===== src/rtl/serial_subtractor.sv =====
// Bit-serial LSB-first WIDTH-bit subtractor (a - b): one full-subtractor cell
// plus a borrow flip-flop, one bit per clock, start/done handshake.
module serial_subtractor #(
    parameter int unsigned WIDTH = 8
) (
    input  logic             clk,
    input  logic             rst_n,
    input  logic             start,
    input  logic [WIDTH-1:0] a,
    input  logic [WIDTH-1:0] b,
    output logic             busy,
    output logic             done,
    output logic [WIDTH-1:0] diff,
    output logic             borrow
);

    localparam int unsigned CW = (WIDTH > 1) ? $clog2(WIDTH) : 1;

    typedef enum logic [1:0] {
        IDLE,
        RUN,
        DONE
    } state_t;

    state_t           state_q;
    logic [WIDTH-1:0] a_q;
    logic [WIDTH-1:0] b_q;
    logic [WIDTH-1:0] r_q;
    logic [WIDTH-1:0] r_d;
    logic [WIDTH-1:0] diff_q;
    logic [CW-1:0]    cnt_q;
    logic             br_q;
    logic             borrow_q;
    logic             busy_q;
    logic             done_q;

    logic             ai;
    logic             bi;
    logic             d_bit;
    logic             bo;

    // Full-subtractor cell operating on the current LSBs and the stored borrow.
    always_comb begin
        ai    = a_q[0];
        bi    = b_q[0];
        d_bit = ai ^ bi ^ br_q;
        bo    = (~ai & bi) | (~(ai ^ bi) & br_q);
        r_d   = {d_bit, r_q[WIDTH-1:1]};
    end

    always_ff @(posedge clk) begin
        if (!rst_n) begin
            state_q  <= IDLE;
            a_q      <= '0;
            b_q      <= '0;
            r_q      <= '0;
            diff_q   <= '0;
            cnt_q    <= '0;
            br_q     <= 1'b0;
            borrow_q <= 1'b0;
            busy_q   <= 1'b0;
            done_q   <= 1'b0;
        end else begin
            case (state_q)
                IDLE: begin
                    done_q <= 1'b0;
                    if (start) begin
                        a_q     <= a;
                        b_q     <= b;
                        r_q     <= '0;
                        br_q    <= 1'b0;
                        cnt_q   <= '0;
                        busy_q  <= 1'b1;
                        state_q <= RUN;
                    end
                end
                RUN: begin
                    a_q   <= a_q >> 1;
                    b_q   <= b_q >> 1;
                    r_q   <= r_d;
                    br_q  <= bo;
                    cnt_q <= cnt_q + CW'(1);
                    // Last bit: publish the result including the bit computed now.
                    if (cnt_q == CW'(WIDTH - 1)) begin
                        diff_q   <= r_d;
                        borrow_q <= bo;
                        done_q   <= 1'b1;
                        busy_q   <= 1'b0;
                        state_q  <= DONE;
                    end
                end
                DONE: begin
                    done_q  <= 1'b0;
                    state_q <= IDLE;
                end
                default: begin
                    state_q <= IDLE;
                end
            endcase
        end
    end

    assign busy   = busy_q;
    assign done   = done_q;
    assign diff   = diff_q;
    assign borrow = borrow_q;

endmodule


===== config.mk =====
export PLATFORM = sky130hd
export DESIGN_NAME = serial_subtractor
export DESIGN_NICKNAME = d
export VERILOG_FILES = /design/src/rtl/serial_subtractor.sv
export SDC_FILE = /design/constraint.sdc
export NUM_CORES = 1
export LEC_CHECK = 0
export CORE_ASPECT_RATIO = 1.4
export CORE_MARGIN = 2
export CORE_UTILIZATION = 50
export CTS_CLUSTER_DIAMETER = 40
export DETAILED_ROUTE_END_ITERATION = 12
export PLACE_DENSITY = 0.85
export SYNTH_ARGS = -nofsm -noshare
export SYNTH_HDL_FRONTEND = slang
export SYNTH_SLANG_ARGS = --single-unit

===== constraint.sdc =====
create_clock -name clk -period 1.7 [get_ports clk]
set_input_delay 0.425 -clock clk [delete_from_list [all_inputs] [get_ports clk]]
set_output_delay 0.425 -clock clk [all_outputs]
set_load 0.005 [all_outputs]

After elaboration in Yosys (flattened, before gate mapping). Index checks and enable logic that the tools add are counted.

Bits in registers: 41. Bits of input ports: 19. Output and inout bits: 11. Logic and storage cells: 50.

$add $sub $neg: 1. Equal/unequal tests: 5. Mux-type cells: 18. Bitwise logic cells: 7. Reduce and logical (&&, ||, !) cells: 9.

Operators by type and width (number): case mux 8 bit (2 select lines) (3); two-way mux 8 bit (3); AND reduction 2 bit (4); case mux 1 bit (2 select lines) (3); case mux 3 bit (2 select lines) (1); two-way mux 1 bit (4); two-way mux 2 bit (2); != test 2 bit (second input constant) (2); case mux 2 bit (2 select lines) (1); nonzero test 2 bit (2); adder 3 x 1 -> 3 bit (second input constant) (1); == test 3 bit (second input constant) (1); two-way mux 3 bit (1); AND reduction 3 bit (1); AND 1 bit (2); == test 2 x 1 -> 1 bit (second input constant) (1); == test 2 bit (second input constant) (1); zero test 2 bit (1); inverter 1 bit (2); OR reduction 2 bit (1); bitwise XOR 1 bit (2); OR 1 bit (1).

Logic depth before layout (Yosys ltp). Gate-level depths: netlist of the first run.

Word-level depth: 5. Depth in mapped cells: 5. Depth with buffers taken out: 5.

Worst setup path after synthesis of the first run. OpenSTA, ideal clock, no wires.

Path type: register to register. From: reg cnt_q[0]. To: reg borrow_q (netlist: borrow). Library setup time: 0.129 ns. Arrival time: 1.195 ns. Data required time: 1.571 ns. Slack: 0.376 ns. Stages on the path, launching flop included: 6. Buffers on the path: 1. Clock period less this slack: 1.324 ns. Path through: dfxtp_1 ha_1 ha_1 nand3b_2 clkbuf_1 o21ai_0.

Cells in the longest elaborated chain, start to end: 2.

RTL lines: start: declaration (RTL line 31) `logic [CW-1:0] cnt_q;`; start signal: assignment (RTL line 82) `cnt_q <= cnt_q + CW'(1);`; == test 3 bit (RTL line 84) `if (cnt_q == CW'(WIDTH - 1)) begin`; AND reduction 2 bit (no line); end signal: assignment (RTL line 86) `borrow_q <= bo;`; end: declaration (RTL line 33) `logic borrow_q;`.

Every way passes these cells. A chain may end at the register's enable or synchronous reset.

Worst setup path in the final report of the first run.
From: reg busy_q (netlist: busy). To: out busy.

RTL lines: start: declaration (RTL line 34) `logic busy_q;`; start signal: assignment (RTL line 61) `busy_q <= 1'b0;`; start signal: assignment (RTL line 73) `busy_q <= 1'b1;`; start signal: assignment (RTL line 88) `busy_q <= 1'b0;`; end: declaration (RTL line 11) `output logic busy,`.

No word-level cell between the ends.

==> parameters.txt, run 1 <==
Parameter                              Value

Job
  Max-capacitance violation count ... 0

Finish
  Utilization after layout ... 65.2%
  Fraction of layout cells with a size suffix above 1 ... 8.67%
  Fill cell count ... 284
  Combined flip-flop and latch cell area ... 801 um^2
  Final nets ... 217
  Final instance area ... 0.00200 mm^2
  Total area of multi-input combinational cells ... 696 um^2
  Layout overhead on the synthesized area ... 25.8%
  Antenna Cells ... 0

Synth
  Most used DFF post-synth ... dfxtp_1
  Proportion of synthesized chip area in sequential cells ... 50.4%
  Post-Synthesis Cells ... 165
  Count of unique library cells instantiated by Yosys ... 28
  Synthesized area per cell ... 9.62 um^2
  Post-synthesis register bit count ... 40
  Mapped Nets ... 187
  Count leader, synth ... dfxtp_1
  Share of the synthesized area in the top cell type ... 50.4%
  Yosys warning count ... 0
  Netlist area before placement ... 0.00159 mm^2
  Async set-reset flop share out of synthesis ... 0%
  Number of enable-type register cells in the synthesized netlist ... 0
  Largest cells by area after synthesis ... dfxtp_1 (50%), mux2i_1 (8.8%), o211ai_1 (7.1%)
  Most numerous cell types in the synthesized netlist ... dfxtp_1 (40), o211ai_1 (15), o21ai_0 (15)
  Post-synthesis cell type with the largest combined area ... dfxtp_1

Global routing
  Antenna violations before repair ... 0
  Total global routing overflow ... 0
  GRT Resource Usage Total ... 21.7%
  Maximum number of pins on one net before global-route repair ... 39
  Vias in the first global route ... 1379
  Global-route wire length before repair ... 6020 um

Placement
  DP Area ... 0.00191 mm^2
  Buffers added on ports ... 29
  Half-perimeter wire length after detailed placement ... 2580 um
  Placer Congestion ... 0.860
  Post-placement worst setup slack ... -0.0229 ns

Worst setup path
  Worst-path fanout max ... 3
  Delay of the slowest cell on the worst path ... 0.53 ns
  CP Data Required Time ... 1.27 ns
  Critical Path Slowest Stage Cell ... clkdlybuf4s50_1
  Top Family by Delay on Critical Path ... buffers and inverters
  Data arrival time of the worst path ... 1.20 ns
  Worst-path cell chain ... clkdlybuf4s50_1
  Worst Path Buf+Inv ... 1
  Worst Setup Start Kind ... flip-flop
  Worst Path Class, Setup ... flip-flop to output port
  Kind of capture point of the worst setup path ... output port

Die
  Core outline area ... 0.00306 mm^2
  Initial Utilization ... 51.8%
  Floorplan die area ... 0.00365 mm^2
  Die outline width ... 51.6 um
  Chip Height ... 70.7 um
  Number of top-level pins ... 30
  Std-Cell Rows ... 24

Drt
  Avg WL per Cell ... 15.6 um
  Number of nets still failing antenna checks after routing ... 0
  Overall via count from detail_route ... 1343
  First-iteration detailed-routing DRC count ... 32
  Number of optimization iterations in the first detailed-route pass ... 4
  Via density per instance ... 5.71
  Overall routed net length ... 3660 um
  Number of remaining DRC errors ... 0

Power
  Total Power ... 1.83 mW
  LEAKAGE ... 0.709 nW
  Power Density ... 915 mW/mm^2
  Maximum vdd ir drop ... 0.756 mV

Hold path
  Class of the tightest hold or removal check ... flip-flop to flip-flop

CTS
  Clock insertion delay at the later pin of the skew report ... 0.29 ns
  Clock tree from TritonCTS ... yes
  Clock Pin Slew Worst Setup and Hold Paths ... 0.07 ns
  Post-CTS Repair Setup Buffers ... 0
  Clock buffer depth ... 2
  CTS H-tree lvls ... 2
  Cts hold-fix bufs ... 0
  CTS sink cnt ... 40
  Root buffer selected by CTS ... clkbuf_8
  Post-CTS Resized ... 0
  Total CTS buffers ... 5

Timing
  Worst rel slew slack ... 73.0%
  Tightest hold margin ... 0.479 ns
  Slew at the pin closest to its max-slew limit ... 0.405 ns
  Highest clock frequency the design can meet ... 617 MHz
  Final critical-path share of the clock period ... 95.3%
  Total count of max-transition violations in the final report ... 0
  Final hold violations ... 0
  Tmin final ... 1.62 ns
  Clock Skew ... 0.00788 ns
  Unrepaired setup endpoints after global routing ... no
  Smallest setup slack after layout ... 0.0800 ns
  Final setup violation count ... 0

Outcome
  Result of the run ... complete, no violations
==> flip-flops by register name, summed over array words and instances (netlist names) <==
name,cells
a_q,8
busy,1
borrow,1
br_q,1
done,1
state_q,2
cnt_q,3
r_q,7
b_q,8
diff,8
==> routing by layer <==
metal	routed length, um	up-vias	track usage [%]	share of wire, %
li1	-	667	-	-
met2	1920	41	39.0	52
met3	157	3	6.12	4.3
met1	1540	632	24.0	42
met4	38	0	7.02	1.0
met5	0	-	0	0
==> per-stage QoR <==
step	TNS (ns)	cells
after CTS	0	235
final	0	235
after global routing	0	235
after global placement	0	227
after floorplan	0	165
after detailed placement	-0.0720	227
==> cell families (layout without fill, tap and decap cells) <==
logic type	Yosys count	after routing	share of synthesized area (%)
and+or+nand+nor	34	34	10.6
AOI/OAI and AO/OA	56	56	21.6
buffers and inverters	18	49	5.75
DFF	40	40	50.4
adders and majority gates	3	3	2.84
muxes	14	14	8.83
==> cell usage in the layout, fill, tap and decap left out, types with 3 or more instances in the layout <==
cell | synthesis | final
nor2_1 | 3 | 3
buf_4 | 2 | 7
inv_1 | 4 | 4
nand2_1 | 14 | 14
o22ai_1 | 9 | 9
mux2i_1 | 14 | 14
nand3_1 | 9 | 9
o21ai_1 | 10 | 10
dfxtp_1 | 40 | 40
o211ai_1 | 15 | 15
a21oi_1 | 3 | 3
clkbuf_8 | 0 | 6
o21ai_0 | 15 | 15
clkdlybuf4s50_1 | 0 | 29
==> cell type report <==
class | instances | area share, %
Sequential cell | 40 | 40.1
Clock buffer | 8 | 4.51
Multi-Input combinational cell | 107 | 34.8
Inverter | 5 | 0.940
Tap cell | 39 | 2.44
Timing Repair Buffer | 36 | 17.2
==> path summary, 6_finish.rpt <==
kind | start | endpoint | slack, ns | cells after the start
hold / removal | diff[6] | diff[6] | 0.48 | 2
setup reg to reg | cnt_q[0] | diff[1] | 0.26 | 5
hold reg to reg | diff[6] | diff[6] | 0.48 | 2
setup / recovery | busy | busy | 0.08 | 1
==> tightest hold or removal path: stages, from the launching register on <==
cell and delay [ns]:
dfxtp_1 0.33, nand3_1 0.06, o21ai_0 0.06
==> power breakdown <==
group,internal [mW],switching (mW)
Combinational,0.0961,0.0943
Clock,0.331,0.309
Sequential,0.974,0.0235
Total,1.40,0.427
No activity file was read; power rests on OpenSTA's default activity.
==> run 2: changes to the inputs <==
REMOVE_ABC_BUFFERS = 1   (was not set)
==> run 2 against run 1 <==
Global-route usage fell by 0.28 points; clock-buffer cell count fell by 2; hold slack worse by 0.0039 ns; critical path depth unchanged; flip-flop and latch count stayed put; largest power group unchanged; register-to-register slack got worse by 0.05 ns; largest cell class unchanged; sequential power about the same; highest routed layer unchanged; power is 9.3% higher; die area unchanged; clock skew up 0.0028 ns.
==> parameters.txt, run 2 (same netlist as run 1, synthesis figures left out) <==
Parameter                              Value

Finish
  Combined flip-flop and latch cell area ... 801 um^2 (unchanged)
  Total area of multi-input combinational cells ... 696 um^2 (unchanged)
  Antenna Cells ... 0 (unchanged)
  Final nets ... 218 (+0.46%)
  Final instance area ... 0.00204 mm^2 (+1.9%)
  Fill cell count ... 266 (-6.3%)
  Fraction of layout cells with a size suffix above 1 ... 10.2% (+1.5 points)
  Top library cells by usage in the layout, fill and taps aside ... dfxtp_1 (40), clkdlybuf4s50_1 (29), o21ai_0 (15), o211ai_1 (15)
  Layout overhead on the synthesized area ... 28.2%
  Most common cell after layout, fill and taps aside ... dfxtp_1

Drt
  Overall routed net length ... 3360 um (-8.0%)
  Number of nets still failing antenna checks after routing ... 0 (unchanged)
  Avg WL per Cell ... 14.3 um (-8.4%)
  First-iteration detailed-routing DRC count ... 29 (-9.4%)
  Overall via count from detail_route ... 1330 (-0.97%)
  Number of remaining DRC errors ... 0 (unchanged)
  Via density per instance ... 5.64 (-1.4%)
  Number of optimization iterations in the first detailed-route pass ... 4 (unchanged)

Global routing
  Total global routing overflow ... 0 (unchanged)
  Maximum number of pins on one net before global-route repair ... 22 (-44%)
  Antenna violations before repair ... 0 (unchanged)
  Vias in the first global route ... 1367 (-0.87%)
  Global-route wire length before repair ... 5910 um (-1.8%)
  GRT Resource Usage Total ... 21.4% (-0.28 points)

Timing
  Smallest setup slack after layout ... 0.114 ns (+0.0345 ns)
  Sum of negative setup slack ... 0 ns (unchanged)
  Final setup violation count ... 0 (unchanged)
  Total count of max-transition violations in the final report ... 0 (unchanged)
  Slew at the pin closest to its max-slew limit ... 0.446 ns (+0.0411 ns)
  Highest clock frequency the design can meet ... 631 MHz (+2.2%)
  Tmin final ... 1.59 ns (-0.0345 ns)
  Worst rel slew slack ... 69.5% (-3.5 points)
  Final critical-path share of the clock period ... 93.3% (-2.0 points)
  Final hold violations ... 0 (unchanged)
  Unrepaired setup endpoints after global routing ... no
  Clock Skew ... 0.0107 ns (+0.00283 ns)

Power
  LEAKAGE ... 0.730 nW (+2.9%)
  Sw frac ... 22.4% (-1.0 points)
  Total Power ... 2.00 mW (+9.3%)
  Maximum vdd ir drop ... 0.690 mV (-8.8%)
  Sequential fraction of design power ... 49.9% (-4.7 points)
  Power Density ... 982 mW/mm^2 (+7.3%)
  Clock network fraction of design power ... 40.6% (+5.6 points)
  Reported net switching power ... 447 uW (+4.7%)
  Internal portion of total power ... 1.55 mW (+11%)
  Part of the total power dissipated in combinational logic ... 9.5% (-0.9 points)

Worst setup path
  Top Family by Delay on Critical Path ... buffers and inverters
  CP Data Required Time ... 1.27 ns (about the same)
  Launch point of the worst reg-to-reg path ... state_q[0]
  Worst r2r dst ... state_q[0]
  Worst Path Buf+Inv ... 1 (unchanged)
  Worst Path Class, Setup ... flip-flop to output port
  Register-to-Register Path Depth ... 3 (-2)
  Worst-path cell chain ... clkdlybuf4s50_1
  Worst reg-to-reg setup slack ... 0.21 ns (-0.05 ns)
  Delay of the slowest cell on the worst path ... 0.52 ns (about the same)
  Kind of capture point of the worst setup path ... output port
  CP Capture Point ... busy
  Launching instance or port of the critical path ... busy
  Logic depth of the worst setup path including buffers ... 1 (unchanged)
  Worst-path fanout max ... 3 (unchanged)
  Data arrival time of the worst path ... 1.16 ns (-0.04 ns)
  Critical Path Slowest Stage Cell ... clkdlybuf4s50_1
  Worst Setup Start Kind ... flip-flop

Die
  Number of top-level pins ... 30 (unchanged)
  Floorplan die area ... 0.00365 mm^2 (unchanged)
  Chip Height ... 70.7 um (unchanged)
  Initial Utilization ... 51.8% (unchanged)
  Std-Cell Rows ... 24 (unchanged)
  Core outline area ... 0.00306 mm^2 (unchanged)
  Die outline width ... 51.6 um (unchanged)

Outcome
  Result of the run ... complete, no violations

Placement
  Half-perimeter wire length after detailed placement ... 2440 um (-5.7%)
  Post-placement worst setup slack ... -0.0856 ns (-0.0627 ns)
  Buffers added on ports ... 29 (unchanged)
  Placer Congestion ... 0.717 (-17%)
  DP Area ... 0.00191 mm^2 (+0.39%)

Job
  Max-capacitance violation count ... 0 (unchanged)

CTS
  Post-CTS Repair Setup Buffers ... 0 (unchanged)
  Clock tree from TritonCTS ... yes
  Post-CTS Resized ... 0 (unchanged)
  Root buffer selected by CTS ... clkbuf_8
  CTS H-tree lvls ... 2 (unchanged)
  Cts hold-fix bufs ... 0 (unchanged)
  Clock buffer depth ... 2 (unchanged)
  Clock insertion delay at the later pin of the skew report ... 0.30 ns (about the same)
  CTS sink cnt ... 40 (unchanged)
  Clock Pin Slew Worst Setup and Hold Paths ... 0.08 ns (about the same)
  Total CTS buffers ... 5 (unchanged)

Hold path
  Class of the tightest hold or removal check ... flip-flop to flip-flop
==> run 2: cell types whose count changed in the layout (fill, tap and decap cells not counted) <==
cell	before	now
clkbuf_1	2	0
clkinv_4	0	1
buf_4	7	8
bufinv_16	0	1
==> run 2: routing by layer <==
layer | up-vias | wire, um | GRT usage [%]
met1 | 623 | 1370 | 23.1
met3 | 6 | 180 | 7.17
met5 | - | 0 | 0
met4 | 0 | 48 | 7.60
li1 | 666 | - | -
met2 | 35 | 1760 | 38.0
==> run 2: final cells by class <==
type | instances | share of cell area (%)
sequential | 40 | 39.3
multi-input combinational | 107 | 34.2
timing repair buffer | 37 | 17.2
clock buffer | 6 | 4.06
tap | 39 | 2.40
clock inverter | 2 | 1.91
inverter | 5 | 0.922
==> run 2: metrics by stage <==
stage	utilization (%)	hold WS, ns	instances
2_1_floorplan	-	0.445	152
3_5_place_dp	62.5	0.471	228
5_1_grt	66.5	0.519	236
3_3_place_gp	62.5	0.457	228
4_1_cts	66.5	0.483	236
6_report	66.5	0.475	236
==> run 2: worst min-delay path by stage <==
stage | from | end | slack [ns] | cells after the start
3_3_place_gp | cnt_q[1] | cnt_q[1] | 0.46 | 2
3_5_place_dp | cnt_q[2] | cnt_q[2] | 0.47 | 2
5_1_grt | cnt_q[0] | cnt_q[0] | 0.52 | 1
6_report | diff[0] | diff[0] | 0.48 | 2
2_1_floorplan | r_q[1] | diff[0] | 0.44 | 2
4_1_cts | diff[0] | diff[0] | 0.48 | 2
==> run 2: power by group through the flow <==
stage                     logic (mW)  registers, mW  clock network (mW)
after floorplan               0.0831           1.02                   0
after global placement         0.181           1.02                   0
after detailed placement       0.189           1.02                   0
after CTS                      0.191          0.998               0.826
after global routing           0.210           1.00               0.864
final                          0.190          0.998               0.811
==> run 3: changes to the inputs <==
CAP_MARGIN = 20   (was not set)
CORE_UTILIZATION = 30   (was 50)
PLACE_DENSITY = 0.59   (was 0.85)
==> run 3 against run 2 <==
Combinational power about the same; global-route usage shrank 9.2 points; wire length down 2.9%; core utilization fell by 27 points; register-to-register slack improved by 0.08 ns; maximum frequency increased by 0.79%; final cell count is 12% higher; via count shrank 5.8%; clock power is 25% lower; sequential share of layout area shrank 0.14 points; clock-buffer cell count decreased by 1; critical endpoint unchanged; largest cell class unchanged.
==> parameters.txt, run 3 (same netlist as run 1, synthesis figures left out) <==
Parameter                              Value

Finish
  Final nets ... 219 (+0.46%)
  Top library cells by usage in the layout, fill and taps aside ... dfxtp_1 (40), clkdlybuf4s50_1 (29), o21ai_0 (15), o211ai_1 (15)
  Most common cell after layout, fill and taps aside ... dfxtp_1
  Layout overhead on the synthesized area ... 28.7%
  Final instance area ... 0.00204 mm^2 (+0.37%)
  Fraction of layout cells with a size suffix above 1 ... 10.6% (+0.45 points)
  Total area of multi-input combinational cells ... 696 um^2 (unchanged)
  Antenna Cells ... 0 (unchanged)
  Fill cell count ... 527 (+98%)
  Combined flip-flop and latch cell area ... 801 um^2 (unchanged)

CTS
  Clock buffer depth ... 2 (unchanged)
  Total CTS buffers ... 5 (unchanged)
  Post-CTS Resized ... 0 (unchanged)
  Post-CTS Repair Setup Buffers ... 0 (unchanged)
  Clock tree from TritonCTS ... yes
  CTS H-tree lvls ... 2 (unchanged)
  Clock Pin Slew Worst Setup and Hold Paths ... 0.07 ns (about the same)
  Root buffer selected by CTS ... clkbuf_8
  Cts hold-fix bufs ... 0 (unchanged)
  Clock insertion delay at the later pin of the skew report ... 0.29 ns (about the same)
  CTS sink cnt ... 40 (unchanged)

Hold path
  Hold Path End ... cnt_q[2]
  Hold Path Depth ... 2 (unchanged)
  Min-Delay Startpoint ... cnt_q[2]
  Class of the tightest hold or removal check ... flip-flop to flip-flop

Global routing
  Maximum number of pins on one net before global-route repair ... 39 (+77%)
  Vias in the first global route ... 1273 (-6.9%)
  Total global routing overflow ... 0 (unchanged)
  GRT Resource Usage Total ... 12.2% (-9.2 points)
  Global-route wire length before repair ... 5730 um (-2.9%)
  Antenna violations before repair ... 0 (unchanged)

Die
  Number of top-level pins ... 30 (unchanged)
  Chip Height ... 90.1 um (+27%)
  Std-Cell Rows ... 31 (+29%)
  Initial Utilization ... 30.8% (-21 points)
  Die outline width ... 65.5 um (+27%)
  Core outline area ... 0.00516 mm^2 (+68%)
  Floorplan die area ... 0.00590 mm^2 (+62%)

Timing
  Sum of negative setup slack ... 0 ns (unchanged)
  Slew at the pin closest to its max-slew limit ... 0.408 ns (-0.0379 ns)
  Unrepaired setup endpoints after global routing ... no
  Final setup violation count ... 0 (unchanged)
  Tmin final ... 1.57 ns (-0.0124 ns)
  Worst rel slew slack ... 72.8% (+3.3 points)
  Smallest setup slack after layout ... 0.127 ns (+0.0124 ns)
  Highest clock frequency the design can meet ... 636 MHz (+0.79%)
  Clock Skew ... 0.00529 ns (-0.00542 ns)
  Final hold violations ... 0 (unchanged)
  Total count of max-transition violations in the final report ... 0 (unchanged)
  Final critical-path share of the clock period ... 92.5% (-0.73 points)

Power
  Maximum vdd ir drop ... 0.483 mV (-30%)
  Power Density ... 878 mW/mm^2 (-11%)
  Total Power ... 1.79 mW (-10%)
  LEAKAGE ... 0.721 nW (-1.2%)

Worst setup path
  Delay of the slowest cell on the worst path ... 0.51 ns (about the same)
  Kind of capture point of the worst setup path ... output port
  Data arrival time of the worst path ... 1.15 ns (about the same)
  Worst Path Buf+Inv ... 1 (unchanged)
  Critical Path Slowest Stage Cell ... clkdlybuf4s50_1
  CP Data Required Time ... 1.27 ns (about the same)
  Worst Path Class, Setup ... flip-flop to output port
  Register-to-Register Path Depth ... 5 (+2)
  Worst-path cell chain ... clkdlybuf4s50_1
  Worst reg-to-reg setup slack ... 0.29 ns (+0.08 ns)
  Worst-path fanout max ... 3 (unchanged)
  Top Family by Delay on Critical Path ... buffers and inverters
  Launch point of the worst reg-to-reg path ... cnt_q[0]
  Worst Setup Start Kind ... flip-flop
  Worst r2r dst ... diff[0]

Placement
  Placer Congestion ... 0.688 (-4.0%)
  DP Area ... 0.00196 mm^2 (+2.2%)
  Half-perimeter wire length after detailed placement ... 2210 um (-9.2%)
  Post-placement worst setup slack ... -0.0461 ns (+0.0395 ns)
  Buffers added on ports ... 29 (unchanged)

Drt
  Avg WL per Cell ... 12.4 um (-13%)
  Number of remaining DRC errors ... 0 (unchanged)
  Number of optimization iterations in the first detailed-route pass ... 4 (unchanged)
  Via density per instance ... 4.75 (-16%)
  Overall via count from detail_route ... 1253 (-5.8%)
  First-iteration detailed-routing DRC count ... 43 (+48%)
  Number of nets still failing antenna checks after routing ... 0 (unchanged)
  Overall routed net length ... 3270 um (-2.9%)

Job
  Max-capacitance violation count ... 0 (unchanged)

Outcome
  Result of the run ... complete, no violations
-- run 3: cell types whose count changed in the layout (fill, tap and decap cells not counted), sizes merged --
cell    change
clkbuf      -1
buf         +1
clkinv      +2
bufinv      -1
-- run 3: layout make-up --
class,instances,area share (%)
Clock buffer,5,3.37
Clock inverter,3,0.919
Inverter,5,0.919
Multi-Input combinational cell,107,34.0
Sequential cell,40,39.2
Tap cell,66,4.04
Timing Repair Buffer,38,17.5
-- run 3: worst reg2reg max path, cell delays in order (launching register included) --
cell	delay, ns
dfxtp_1	0.36
ha_1	0.17
ha_1	0.19
nand3b_2	0.30
nand3_1	0.18
o21ai_0	0.10
-- run 3: worst max path at each step --
stage | slack [ns] | cells after the start | to | start
after detailed placement | -0.05 | 4 | a_q[1] | rst_n
final | 0.13 | 1 | busy | busy
after CTS | 0.11 | 1 | busy | busy
after floorplan | -0.22 | 3 | a_q[0] | state_q[0]
after global placement | -0.008 | 4 | a_q[1] | start
after global routing | 0.07 | 1 | busy | busy
-- run 3: per-layer routing --
metal	track usage (%)	vias to the layer above	routed length (um)
met4	5.73	0	68
met3	3.00	6	146
met2	20.2	20	1500
li1	-	667	-
met5	0	-	0
met1	14.5	560	1560
-- run 3: power by group --
part / leakage [nW] / internal, mW / switching [mW]
clock: 0.0479 / 0.286 / 0.323
combinational: 0.347 / 0.100 / 0.0908
sequential: 0.326 / 0.973 / 0.0209
-- run 3: through the flow --
step,hold WS [ns],std cells,util (%)
4_1_cts,0.475,264,39.6
5_1_grt,0.497,264,39.6
6_report,0.474,264,39.6
3_5_place_dp,0.465,256,37.9
2_1_floorplan,0.445,152,-
3_3_place_gp,0.459,256,37.9
